$ cat src/rtl/timing_gen_multi_pkg.sv
// Shared types, default 800x600 timing and endpoint helpers for the
// parametrised video timing generator.
package timing_pkg;

  // Widest counter the helpers support; narrower CW values zero-extend.
  localparam int unsigned MAX_CW = 32;
  localparam int unsigned SUM_W  = MAX_CW + 2;

  localparam int unsigned DEF_H_VIS  = 800;
  localparam int unsigned DEF_H_FP   = 40;
  localparam int unsigned DEF_H_SYNC = 128;
  localparam int unsigned DEF_H_BP   = 88;
  localparam int unsigned DEF_V_VIS  = 600;
  localparam int unsigned DEF_V_FP   = 1;
  localparam int unsigned DEF_V_SYNC = 4;
  localparam int unsigned DEF_V_BP   = 23;

  typedef logic [MAX_CW-1:0] len_t;
  typedef logic [SUM_W-1:0]  sum_t;

  typedef struct packed {
    len_t h_vis, h_fp, h_sync, h_bp;
    len_t v_vis, v_fp, v_sync, v_bp;
    logic hpol, vpol;
  } mode_t;

  // Last count of each region, so the counters compare without adders.
  typedef struct packed {
    len_t vis_last, fp_last, sync_last, tot_last;
  } axis_ep_t;

  typedef struct packed {
    axis_ep_t h, v;
  } ep_t;

  typedef enum logic {ST_IDLE, ST_PEND} cfg_state_t;

  function automatic axis_ep_t axis_ep(len_t vis, len_t fp, len_t sync, len_t bp);
    axis_ep_t e;
    sum_t s1, s2, s3, s4;
    s1 = sum_t'(vis);
    s2 = s1 + sum_t'(fp);
    s3 = s2 + sum_t'(sync);
    s4 = s3 + sum_t'(bp);
    e.vis_last  = len_t'(s1 - sum_t'(1));
    e.fp_last   = len_t'(s2 - sum_t'(1));
    e.sync_last = len_t'(s3 - sum_t'(1));
    e.tot_last  = len_t'(s4 - sum_t'(1));
    return e;
  endfunction

  function automatic ep_t calc_ep(mode_t m);
    ep_t e;
    e.h = axis_ep(m.h_vis, m.h_fp, m.h_sync, m.h_bp);
    e.v = axis_ep(m.v_vis, m.v_fp, m.v_sync, m.v_bp);
    return e;
  endfunction

  // All lengths non-zero and each total no larger than 2^cw.
  function automatic logic mode_ok(mode_t m, int unsigned cw);
    sum_t ht, vt, lim;
    ht  = sum_t'(m.h_vis) + sum_t'(m.h_fp) + sum_t'(m.h_sync) + sum_t'(m.h_bp);
    vt  = sum_t'(m.v_vis) + sum_t'(m.v_fp) + sum_t'(m.v_sync) + sum_t'(m.v_bp);
    lim = sum_t'(1) << cw;
    return (m.h_vis != '0) && (m.h_fp != '0) && (m.h_sync != '0) && (m.h_bp != '0) &&
           (m.v_vis != '0) && (m.v_fp != '0) && (m.v_sync != '0) && (m.v_bp != '0) &&
           (ht <= lim) && (vt <= lim);
  endfunction

endpackage

$ cat src/rtl/timing_gen_multi_if.sv
// Run-time video mode load port (valid/ready plus result pulses).
interface timing_gen_multi_if #(parameter int unsigned CW = 16);
  logic          cfg_valid;
  logic          cfg_ready;
  logic [CW-1:0] cfg_h_vis, cfg_h_fp, cfg_h_sync, cfg_h_bp;
  logic [CW-1:0] cfg_v_vis, cfg_v_fp, cfg_v_sync, cfg_v_bp;
  logic          cfg_hpol, cfg_vpol;
  logic          cfg_err;
  logic          cfg_applied;

  modport master (
    output cfg_valid, cfg_h_vis, cfg_h_fp, cfg_h_sync, cfg_h_bp,
           cfg_v_vis, cfg_v_fp, cfg_v_sync, cfg_v_bp, cfg_hpol, cfg_vpol,
    input  cfg_ready, cfg_err, cfg_applied
  );

  modport slave (
    input  cfg_valid, cfg_h_vis, cfg_h_fp, cfg_h_sync, cfg_h_bp,
           cfg_v_vis, cfg_v_fp, cfg_v_sync, cfg_v_bp, cfg_hpol, cfg_vpol,
    output cfg_ready, cfg_err, cfg_applied
  );
endinterface

$ cat src/rtl/timing_gen_multi_axis.sv
// One timing axis (H or V): counter with registered visible/sync flags.
// rst and load both restart at 0 with the endpoints/polarity on ld_*.
module timing_axis import timing_pkg::*; #(
  parameter int unsigned CW = 16
) (
  input  logic          clk,
  input  logic          rst,
  input  logic          adv,
  input  logic          load,
  input  axis_ep_t      ld_ep,
  input  logic          ld_pol,
  output logic [CW-1:0] count,
  output logic          vis,
  output logic          sync,
  output logic          wrap
);

  axis_ep_t ep_q;
  logic     pol_q;

  assign wrap = adv && (len_t'(count) == ep_q.tot_last);

  // Endpoint and polarity registers for the active mode
  always_ff @(posedge clk) begin
    if (rst || load) begin
      ep_q  <= ld_ep;
      pol_q <= ld_pol;
    end
  end

  // Counter; flags toggle on the count before each region boundary
  always_ff @(posedge clk) begin
    if (rst || load) begin
      count <= '0;
      vis   <= 1'b1;
      sync  <= ~ld_pol;
    end else if (adv) begin
      if (len_t'(count) == ep_q.tot_last) begin
        count <= '0;
        vis   <= 1'b1;
        sync  <= ~pol_q;
      end else begin
        count <= count + CW'(1);
        if (len_t'(count) == ep_q.vis_last)
          vis <= 1'b0;
        if (len_t'(count) == ep_q.fp_last)
          sync <= pol_q;
        else if (len_t'(count) == ep_q.sync_last)
          sync <= ~pol_q;
      end
    end
  end

endmodule

$ cat src/rtl/timing_gen_multi.sv
// Parametrised video timing generator with run-time mode load applied at
// frame boundaries and a pixel clock enable.
module timing_gen_multi import timing_pkg::*; #(
  parameter int unsigned CW     = 16,
  parameter int unsigned H_VIS  = DEF_H_VIS,
  parameter int unsigned H_FP   = DEF_H_FP,
  parameter int unsigned H_SYNC = DEF_H_SYNC,
  parameter int unsigned H_BP   = DEF_H_BP,
  parameter int unsigned V_VIS  = DEF_V_VIS,
  parameter int unsigned V_FP   = DEF_V_FP,
  parameter int unsigned V_SYNC = DEF_V_SYNC,
  parameter int unsigned V_BP   = DEF_V_BP,
  parameter bit          HPOL   = 1'b1,
  parameter bit          VPOL   = 1'b1
) (
  input  logic                   clk,
  input  logic                   rst,
  input  logic                   ce,
  timing_gen_multi_if.slave      cfg,
  output logic [CW-1:0]          hcount,
  output logic [CW-1:0]          vcount,
  output logic                   hvis,
  output logic                   vvis,
  output logic                   de,
  output logic                   hsync,
  output logic                   vsync,
  output logic                   line_start,
  output logic                   frame_start
);

  mode_t      def_mode, req_mode;
  ep_t        def_ep, req_ep;
  logic       req_ok, xfer, apply;
  logic       h_wrap, v_wrap;
  cfg_state_t st_q, st_d;
  axis_ep_t   pend_h, pend_v;
  logic       pend_hpol, pend_vpol;
  logic       err_q, applied_q;

  // Default mode and the offered mode, both widened to the package width
  always_comb begin
    def_mode        = '0;
    def_mode.h_vis  = len_t'(H_VIS);
    def_mode.h_fp   = len_t'(H_FP);
    def_mode.h_sync = len_t'(H_SYNC);
    def_mode.h_bp   = len_t'(H_BP);
    def_mode.v_vis  = len_t'(V_VIS);
    def_mode.v_fp   = len_t'(V_FP);
    def_mode.v_sync = len_t'(V_SYNC);
    def_mode.v_bp   = len_t'(V_BP);
    def_mode.hpol   = HPOL;
    def_mode.vpol   = VPOL;
    def_ep          = calc_ep(def_mode);

    req_mode        = '0;
    req_mode.h_vis  = len_t'(cfg.cfg_h_vis);
    req_mode.h_fp   = len_t'(cfg.cfg_h_fp);
    req_mode.h_sync = len_t'(cfg.cfg_h_sync);
    req_mode.h_bp   = len_t'(cfg.cfg_h_bp);
    req_mode.v_vis  = len_t'(cfg.cfg_v_vis);
    req_mode.v_fp   = len_t'(cfg.cfg_v_fp);
    req_mode.v_sync = len_t'(cfg.cfg_v_sync);
    req_mode.v_bp   = len_t'(cfg.cfg_v_bp);
    req_mode.hpol   = cfg.cfg_hpol;
    req_mode.vpol   = cfg.cfg_vpol;
    req_ep          = calc_ep(req_mode);
    req_ok          = mode_ok(req_mode, CW);
  end

  assign xfer  = cfg.cfg_valid && (st_q == ST_IDLE);
  assign apply = h_wrap && v_wrap && (st_q == ST_PEND);

  // Pending-mode state register
  always_ff @(posedge clk) begin
    if (rst) st_q <= ST_IDLE;
    else     st_q <= st_d;
  end

  // Pending-mode next state: accept a valid offer, release on apply
  always_comb begin
    st_d = st_q;
    case (st_q)
      ST_IDLE: if (xfer && req_ok) st_d = ST_PEND;
      ST_PEND: if (apply)          st_d = ST_IDLE;
      default: st_d = ST_IDLE;
    endcase
  end

  // Pending endpoints are computed at acceptance and held until apply
  always_ff @(posedge clk) begin
    if (rst) begin
      pend_h    <= '0;
      pend_v    <= '0;
      pend_hpol <= 1'b0;
      pend_vpol <= 1'b0;
    end else if (xfer && req_ok) begin
      pend_h    <= req_ep.h;
      pend_v    <= req_ep.v;
      pend_hpol <= req_mode.hpol;
      pend_vpol <= req_mode.vpol;
    end
  end

  // Handshake result pulses and line/frame start pulses
  always_ff @(posedge clk) begin
    if (rst) begin
      err_q       <= 1'b0;
      applied_q   <= 1'b0;
      line_start  <= 1'b0;
      frame_start <= 1'b0;
    end else begin
      err_q       <= xfer && !req_ok;
      applied_q   <= apply;
      line_start  <= h_wrap;
      frame_start <= h_wrap && v_wrap;
    end
  end

  assign cfg.cfg_ready   = (st_q == ST_IDLE);
  assign cfg.cfg_err     = err_q;
  assign cfg.cfg_applied = applied_q;
  assign de              = hvis && vvis;

  // Reset reloads the defaults through the same path the apply uses
  timing_axis #(.CW(CW)) u_h (
    .clk    (clk),
    .rst    (rst),
    .adv    (ce),
    .load   (apply),
    .ld_ep  (rst ? def_ep.h : pend_h),
    .ld_pol (rst ? def_mode.hpol : pend_hpol),
    .count  (hcount),
    .vis    (hvis),
    .sync   (hsync),
    .wrap   (h_wrap)
  );

  timing_axis #(.CW(CW)) u_v (
    .clk    (clk),
    .rst    (rst),
    .adv    (h_wrap),
    .load   (apply),
    .ld_ep  (rst ? def_ep.v : pend_v),
    .ld_pol (rst ? def_mode.vpol : pend_vpol),
    .count  (vcount),
    .vis    (vvis),
    .sync   (vsync),
    .wrap   (v_wrap)
  );

endmodule

$ cat src/flat_wrapper.sv
// flat-port wrapper written by rule: the top's interface ports become plain ports
module timing_gen_multi_flat import timing_pkg::*;
#(
  parameter int unsigned CW     = 16,
  parameter int unsigned H_VIS  = DEF_H_VIS,
  parameter int unsigned H_FP   = DEF_H_FP,
  parameter int unsigned H_SYNC = DEF_H_SYNC,
  parameter int unsigned H_BP   = DEF_H_BP,
  parameter int unsigned V_VIS  = DEF_V_VIS,
  parameter int unsigned V_FP   = DEF_V_FP,
  parameter int unsigned V_SYNC = DEF_V_SYNC,
  parameter int unsigned V_BP   = DEF_V_BP,
  parameter bit          HPOL   = 1'b1,
  parameter bit          VPOL   = 1'b1
)
  (clk, rst, ce, hcount, vcount, hvis, vvis, de, hsync, vsync, line_start, frame_start, cfg_cfg_valid, cfg_cfg_h_vis, cfg_cfg_h_fp, cfg_cfg_h_sync, cfg_cfg_h_bp, cfg_cfg_v_vis, cfg_cfg_v_fp, cfg_cfg_v_sync, cfg_cfg_v_bp, cfg_cfg_hpol, cfg_cfg_vpol, cfg_cfg_ready, cfg_cfg_err, cfg_cfg_applied);
  timing_gen_multi_if #(.CW(CW)) cfg_i ();
  input  logic clk;
  input  logic rst;
  input  logic ce;
  output logic [CW-1:0] hcount;
  output logic [CW-1:0] vcount;
  output logic hvis;
  output logic vvis;
  output logic de;
  output logic hsync;
  output logic vsync;
  output logic line_start;
  output logic frame_start;
  input wire logic [$bits(cfg_i.cfg_valid)-1:0] cfg_cfg_valid;
  input wire logic [$bits(cfg_i.cfg_h_vis)-1:0] cfg_cfg_h_vis;
  input wire logic [$bits(cfg_i.cfg_h_fp)-1:0] cfg_cfg_h_fp;
  input wire logic [$bits(cfg_i.cfg_h_sync)-1:0] cfg_cfg_h_sync;
  input wire logic [$bits(cfg_i.cfg_h_bp)-1:0] cfg_cfg_h_bp;
  input wire logic [$bits(cfg_i.cfg_v_vis)-1:0] cfg_cfg_v_vis;
  input wire logic [$bits(cfg_i.cfg_v_fp)-1:0] cfg_cfg_v_fp;
  input wire logic [$bits(cfg_i.cfg_v_sync)-1:0] cfg_cfg_v_sync;
  input wire logic [$bits(cfg_i.cfg_v_bp)-1:0] cfg_cfg_v_bp;
  input wire logic [$bits(cfg_i.cfg_hpol)-1:0] cfg_cfg_hpol;
  input wire logic [$bits(cfg_i.cfg_vpol)-1:0] cfg_cfg_vpol;
  output wire logic [$bits(cfg_i.cfg_ready)-1:0] cfg_cfg_ready;
  output wire logic [$bits(cfg_i.cfg_err)-1:0] cfg_cfg_err;
  output wire logic [$bits(cfg_i.cfg_applied)-1:0] cfg_cfg_applied;
  assign cfg_i.cfg_valid = cfg_cfg_valid;
  assign cfg_i.cfg_h_vis = cfg_cfg_h_vis;
  assign cfg_i.cfg_h_fp = cfg_cfg_h_fp;
  assign cfg_i.cfg_h_sync = cfg_cfg_h_sync;
  assign cfg_i.cfg_h_bp = cfg_cfg_h_bp;
  assign cfg_i.cfg_v_vis = cfg_cfg_v_vis;
  assign cfg_i.cfg_v_fp = cfg_cfg_v_fp;
  assign cfg_i.cfg_v_sync = cfg_cfg_v_sync;
  assign cfg_i.cfg_v_bp = cfg_cfg_v_bp;
  assign cfg_i.cfg_hpol = cfg_cfg_hpol;
  assign cfg_i.cfg_vpol = cfg_cfg_vpol;
  assign cfg_cfg_ready = cfg_i.cfg_ready;
  assign cfg_cfg_err = cfg_i.cfg_err;
  assign cfg_cfg_applied = cfg_i.cfg_applied;
  timing_gen_multi #(.CW(CW), .H_VIS(H_VIS), .H_FP(H_FP), .H_SYNC(H_SYNC), .H_BP(H_BP), .V_VIS(V_VIS), .V_FP(V_FP), .V_SYNC(V_SYNC), .V_BP(V_BP), .HPOL(HPOL), .VPOL(VPOL)) u_core (.clk(clk), .rst(rst), .ce(ce), .cfg(cfg_i), .hcount(hcount), .vcount(vcount), .hvis(hvis), .vvis(vvis), .de(de), .hsync(hsync), .vsync(vsync), .line_start(line_start), .frame_start(frame_start));
endmodule
$ cat config.mk
export PLATFORM = sky130hd
export DESIGN_NAME = timing_gen_multi_flat
export DESIGN_NICKNAME = d
export VERILOG_FILES = /design/src/rtl/timing_gen_multi_pkg.sv /design/src/rtl/timing_gen_multi_if.sv /design/src/rtl/timing_gen_multi_axis.sv /design/src/rtl/timing_gen_multi.sv /design/src/flat_wrapper.sv
export SDC_FILE = /design/constraint.sdc
export NUM_CORES = 1
export LEC_CHECK = 0
export ABC_AREA = 1
export BUFFER_PORTS_ARGS = -buffer_cell sky130_fd_sc_hd__buf_2
export CAP_MARGIN = 25
export CORE_AREA = 5 5 269 271
export CTS_CLUSTER_DIAMETER = 60
export CTS_CLUSTER_SIZE = 10
export DETAILED_ROUTE_END_ITERATION = 12
export DIE_AREA = 0 0 274 276
export SYNTH_ARGS = -nofsm -noshare
export SYNTH_HDL_FRONTEND = slang
export SYNTH_SLANG_ARGS = --single-unit
$ cat constraint.sdc
create_clock -name clk -period 4.75 [get_ports clk]
set_clock_uncertainty 0.05 [all_clocks]
set_input_delay 0 -clock clk [delete_from_list [all_inputs] [get_ports clk]]
set_output_delay 0 -clock clk [all_outputs]
set_load 0.02 [all_outputs]
== After elaboration in Yosys (flattened, before gate mapping) ==
Cells that the tools add are included.
Cells by class
  add/sub/neg operators: 16
  divide/modulo/power cells: 0
  $lt $le $gt $ge: 2
  reductions and logical operators: 37
  equal/unequal tests: 8
  muxes and demuxes: 21
  bitwise gates (word level): 5
  $mul: 0
  shifts and indexed selects: 0
Operator list (count)
  $eq A16 B32 Y1: 8
  $sub A32 B1 Y32 const B: 5
  $reduce_bool A16 Y1: 8
  $add A34 B16 Y34: 2
  $le A34 B17 Y1 const B: 2
  $add A17 B16 Y18: 2
  $add A16 B16 Y17: 2
  $sub A16 B1 Y17 const B: 2
  $add A16 B1 Y16 const B: 2
  $mux W16: 2
  $mux W1: 18
  $sub A17 B1 Y18 const B: 1
  $logic_and A1 B1 Y1: 17
  $reduce_and A2 Y1: 4
  $reduce_bool A2 Y1: 4
  $reduce_bool A4 Y1: 2
  $not A1 Y1: 5
  $pmux W1 S2: 1
  $logic_not A1 Y1: 1
  $logic_or A1 B1 Y1: 1
Word-level totals
  register bits after elaboration: 557
  input bits: 134
  latch bits: 0
  memory bits (read-only): 0
  output and inout bits: 42
  memory bits (writable): 0
  word-level logic and storage cells: 120
  memories: 0

== Depth between registers and ports, before layout ==
  depth after elaboration: 13
  gate-level depth with buffers: 42
  gate-level depth less buffers: 41

== Cells and area by module ==
Synthesis repeated with hierarchy kept, for this count alone.
Second synthesis, totals
  cells, all modules: 4349
  area total of the unflattened synthesis: 31172.4 sq um
Modules (own cells, without submodules)
  timing_gen_multi: sequential area each 4664.5 sq um, cells each 3317, area an instance 19170.9 sq um, times used 1
  timing_axis: sequential area each 4244.1 sq um, cells each 516, area an instance 6000.8 sq um, times used 2

== Least setup slack after synthesis ==
No wires, ideal clock.
  kind: input port to flip-flop
  start: input port cfg_cfg_h_fp[0]
  end: register u_core.pend_h[50] (netlist name)
  path buffers: 0
  arrival: 4591 ps
  data required time: 4640 ps
  stages: 36
  setup time: 60 ps
  path slack: 49 ps
  cells stage by stage: ha_1 inv_1 fa_1 nand3b_1 nand2_1 nand2_1 nand2_1 nand2_1 o21ai_0 xnor2_1 inv_1 ha_1 nand2_1 nor2_1 and3_1 nand2_1 nand2_1 nand2_1 nand2_1 inv_1 ha_1 a21oi_1 nand2_1 a21oi_1 nand3b_1 nand2_2 nand2_1 nor2_1 nand3_2 nand2_2 nand2_2 nor2_8 nand2_4 nor2_8 nand3_4 nand2_1
On the way
  longest elaborated chain between the ends: 11
  elaborated cells between the ends (all ways): 16
  those cells by class: add/sub: 4; order compare: 1; reduce/logical: 11
Ends and longest elaborated chain
  start: declaration: line flat_wrapper.sv:32  | input wire logic [$bits(cfg_i.cfg_h_fp)-1:0] cfg_cfg_h_fp;
  parallel branches: the longest is 11 deep, another holds $add A34 B16 Y34
  end signal: assignment: line timing_gen_multi.sv:97  | pend_h <= req_ep.h;
  end: declaration: line timing_gen_multi.sv:36  | axis_ep_t pend_h, pend_v;
Several ways; the timed one is not identified.
A chain may end at the register's enable or synchronous reset.

== Final worst setup path ==
  start: input port cfg_cfg_h_vis[0]
  end: register u_core.pend_h[41] (netlist name)
On the way
  longest elaborated chain between the ends: 11
  elaborated cells between the ends (all ways): 16
  those cells by class: add/sub: 4; order compare: 1; reduce/logical: 11
Ends and longest elaborated chain
  start: declaration: line flat_wrapper.sv:31  | input wire logic [$bits(cfg_i.cfg_h_vis)-1:0] cfg_cfg_h_vis;
  parallel branches: the longest is 11 deep, another holds $add A34 B16 Y34
Several ways; the timed one is not identified.

==> metrics.txt <==
outcome=finished with violations; failing checks=hold timing; Clock Power Share=24.2%; min Tclk post-route=4450 ps; GRT overflow=0; crit path DAT=4890 ps; largest net degree at the start of global routing=105; CTS sink count=469; Worst Tran Pin Value=1060 ps; vias=26700; fillcell total=6750; Psw=5.54 mW; Vert. Die Dim=276 um; Worst VDD drop=0.000248 V; critical path peak fanout=5; FMAX=225 MHz; vias in the first global route=24600; Slew HR=29.5%; post-DR wirelength/cell=15.5 um; share of Yosys cell area claimed by the top area cell type=22.4%; Syn. warnings=0; net count after synthesis=4306; Routed WL=87.4 mm; 1st-iter DRT viols=1974; critical path endpoint category=register; vias per std cell=4.72; Die ar.=75600 um^2; Mapped Area=29000 um^2; worst hold slack=-33.0 ps; row cnt=97; Seq cells post-synth=469; clk_lat worst skew=600 ps; DR pass1 iterations=5; async set-or-reset flop fraction in the synthesized netlist=0%; ys flop type=dfxtp_1; clock root cell=clkbuf_16; CTS tree=yes; Post-synth EDFFs=216; syn avg cell area=7.15 um^2; register area=11600 um^2; Sw Share=36.4%; io pins=176; kind of critical path=in -> reg; H-tree depth=2; list of most frequent post-synthesis cells=1107 x nand2_1, 702 x inv_1, 523 x nor2_1; max-cap violations=0; final setup vio count=0; critical path's largest stage delay=370 ps; most instantiated library cell after synthesis=nand2_1; Clock Path Buffers=3; post-route ant nets=0; post-synthesis sequential area ratio=39.8%; Die X=274 um; Final Hold Fails=1; fin crit share=93.7%; Int Power=9.66 mW; layout cells sized above 1=19.6%; HPWL Detailed=67.4 mm; first-pass GRT wire length=135 mm; GRT Total Usage=22.1%; power share of the combinational group=44.8%; dominant cell type by area after synthesis=edfxtp_1; Leak=18.1 nW; pins over their slew limit=0; area of the multi-input gates=15000 um^2; core area=69500 um^2; Final nets=4916; GP Congestion=0.939; sequential share of power=31.0%; Post-DP Area=34000 um^2; Final Cell Area=36900 um^2; Worst setup SP type=input port; CP most frequent cell=nand2_1; Remaining DRCs=0; Worst-path clk slew=50 ps; flop2flop setup slack=1130 ps; Yosys cell types=58; TritonCTS Buffers=53; hold crit path type=in -> reg; ANT cells=0; initial antenna violation count=2; Mapped Cells=4057; Layout Area Growth over Synthesis=27.4%; # port buffers=175; CP required=5190 ps; RSZ-0062 raised after global routing=yes; Power Dens Cells=411 nW/um^2; Area contributors post-synth=edfxtp_1 22%, dfxtp_1 17%, nand2_1 14%, inv_1 9.1%, nor2_1 6.8%; Slowest-stage cell, CP=fa_1; Initial Util=41.7%
## area by class of cell
class	count	share of cell area [%]
clock buffers	93	4.02
repair buffers	663	13.6
well taps	940	3.18
inverters	721	7.34
flip-flops and latches	469	31.3
clock inverters	4	0.0847
multi-input cells	2759	40.5
## cells in the final DEF (no fill, tap or decap), types with 56 or more instances in the layout
cell type,n
xnor2_1,79
nand2_1,1077
clkbuf_16,56
o21ai_0,147
buf_4,417
a21oi_1,69
nand4_1,73
xor2_1,111
nand3_1,203
inv_1,694
nor2_1,505
buf_2,173
dfxtp_1,253
ha_1,80
edfxtp_1,216
## worst paths after layout
path	startpoint	end	depth (start not counted)
setup / recovery	cfg_cfg_h_vis[0]	u_core.pend_h[41]	40
hold / removal	cfg_cfg_h_vis[0]	u_core.pend_h[64]	5
setup reg to reg	u_core.u_v.ep_q[21]	u_core.u_h.ep_q[66]	8
hold reg to reg	u_core.pend_v[126]	u_core.pend_v[126]	2
## power by group through the flow
stage | sequential (mW) | combinational, mW | clock, mW
global placement | 4.79 | 6.22 | 0
detailed placement | 4.80 | 6.25 | 0
floorplan | 4.78 | 3.63 | 0
global route | 4.75 | 7.56 | 3.91
finish | 4.71 | 6.81 | 3.68
CTS | 4.71 | 6.38 | 3.73
## sequential cells by signal, summed over array words and instances (netlist names), 16 cells and up
signal / count
u_core.pend_v: 113
u_core.u_v.ep_q: 113
u_core.pend_h: 99
u_core.u_h.ep_q: 99
u_core.u_h.count: 16
u_core.u_v.count: 16
## metrics by stage
step	cells	setup TNS [ps]	util [%]	setup WS [ps]	power [mW]
after global placement	5487	-117320	48.8	-599	11.0
after CTS	5632	0	51.8	6.21	14.8
after floorplan	4057	0	-	49.0	8.40
after detailed placement	5487	-135500	48.8	-706	11.1
after global routing	5649	-561	53.1	-36.2	16.2
final	5649	0	53.1	299	15.2
## per-layer routing
metal | vias up | global-route usage [%] | wire length (um)
met5 | - | 0 | 7
met4 | 2 | 4.57 | 1600
met3 | 89 | 2.88 | 4690
met2 | 651 | 32.9 | 37200
met1 | 12000 | 34.3 | 43900
li1 | 13900 | - | -
## repair_timing
action | in CTS | in global routing
hold buffers | 45 | 0
setup endpoints to repair | 106 | 216
gates resized for setup | 9 | 150
cloned | 1 | 3
setup buffers | 2 | 14
pin swaps | 1 | 30
hold endpoints to repair | 57 | 0
## worst max-delay path, delay by kind of cell
family / cells / cell delay (ps)
compound gates: 2 / 350
xor+xnor: 1 / 150
fa+ha+maj: 4 / 1070
buf+inv: 9 / 1010
simple gates: 24 / 2280
## cell families (layout without fill, tap and decap cells)
| group | after synthesis | count (layout) | synth area share [%] |
|---|---|---|---|
| AND/OR/NAND/NOR | 2148 | 2148 | 32.1 |
| XOR/XNOR | 207 | 207 | 6.33 |
| adder cells (fa/ha/maj) | 115 | 115 | 5.12 |
| flip-flops | 469 | 469 | 39.8 |
| AO/OA/AOI/OAI | 289 | 289 | 5.46 |
| buffers and inverters | 829 | 1481 | 11.2 |
Note: power is estimated with default switching activity, not from simulation.
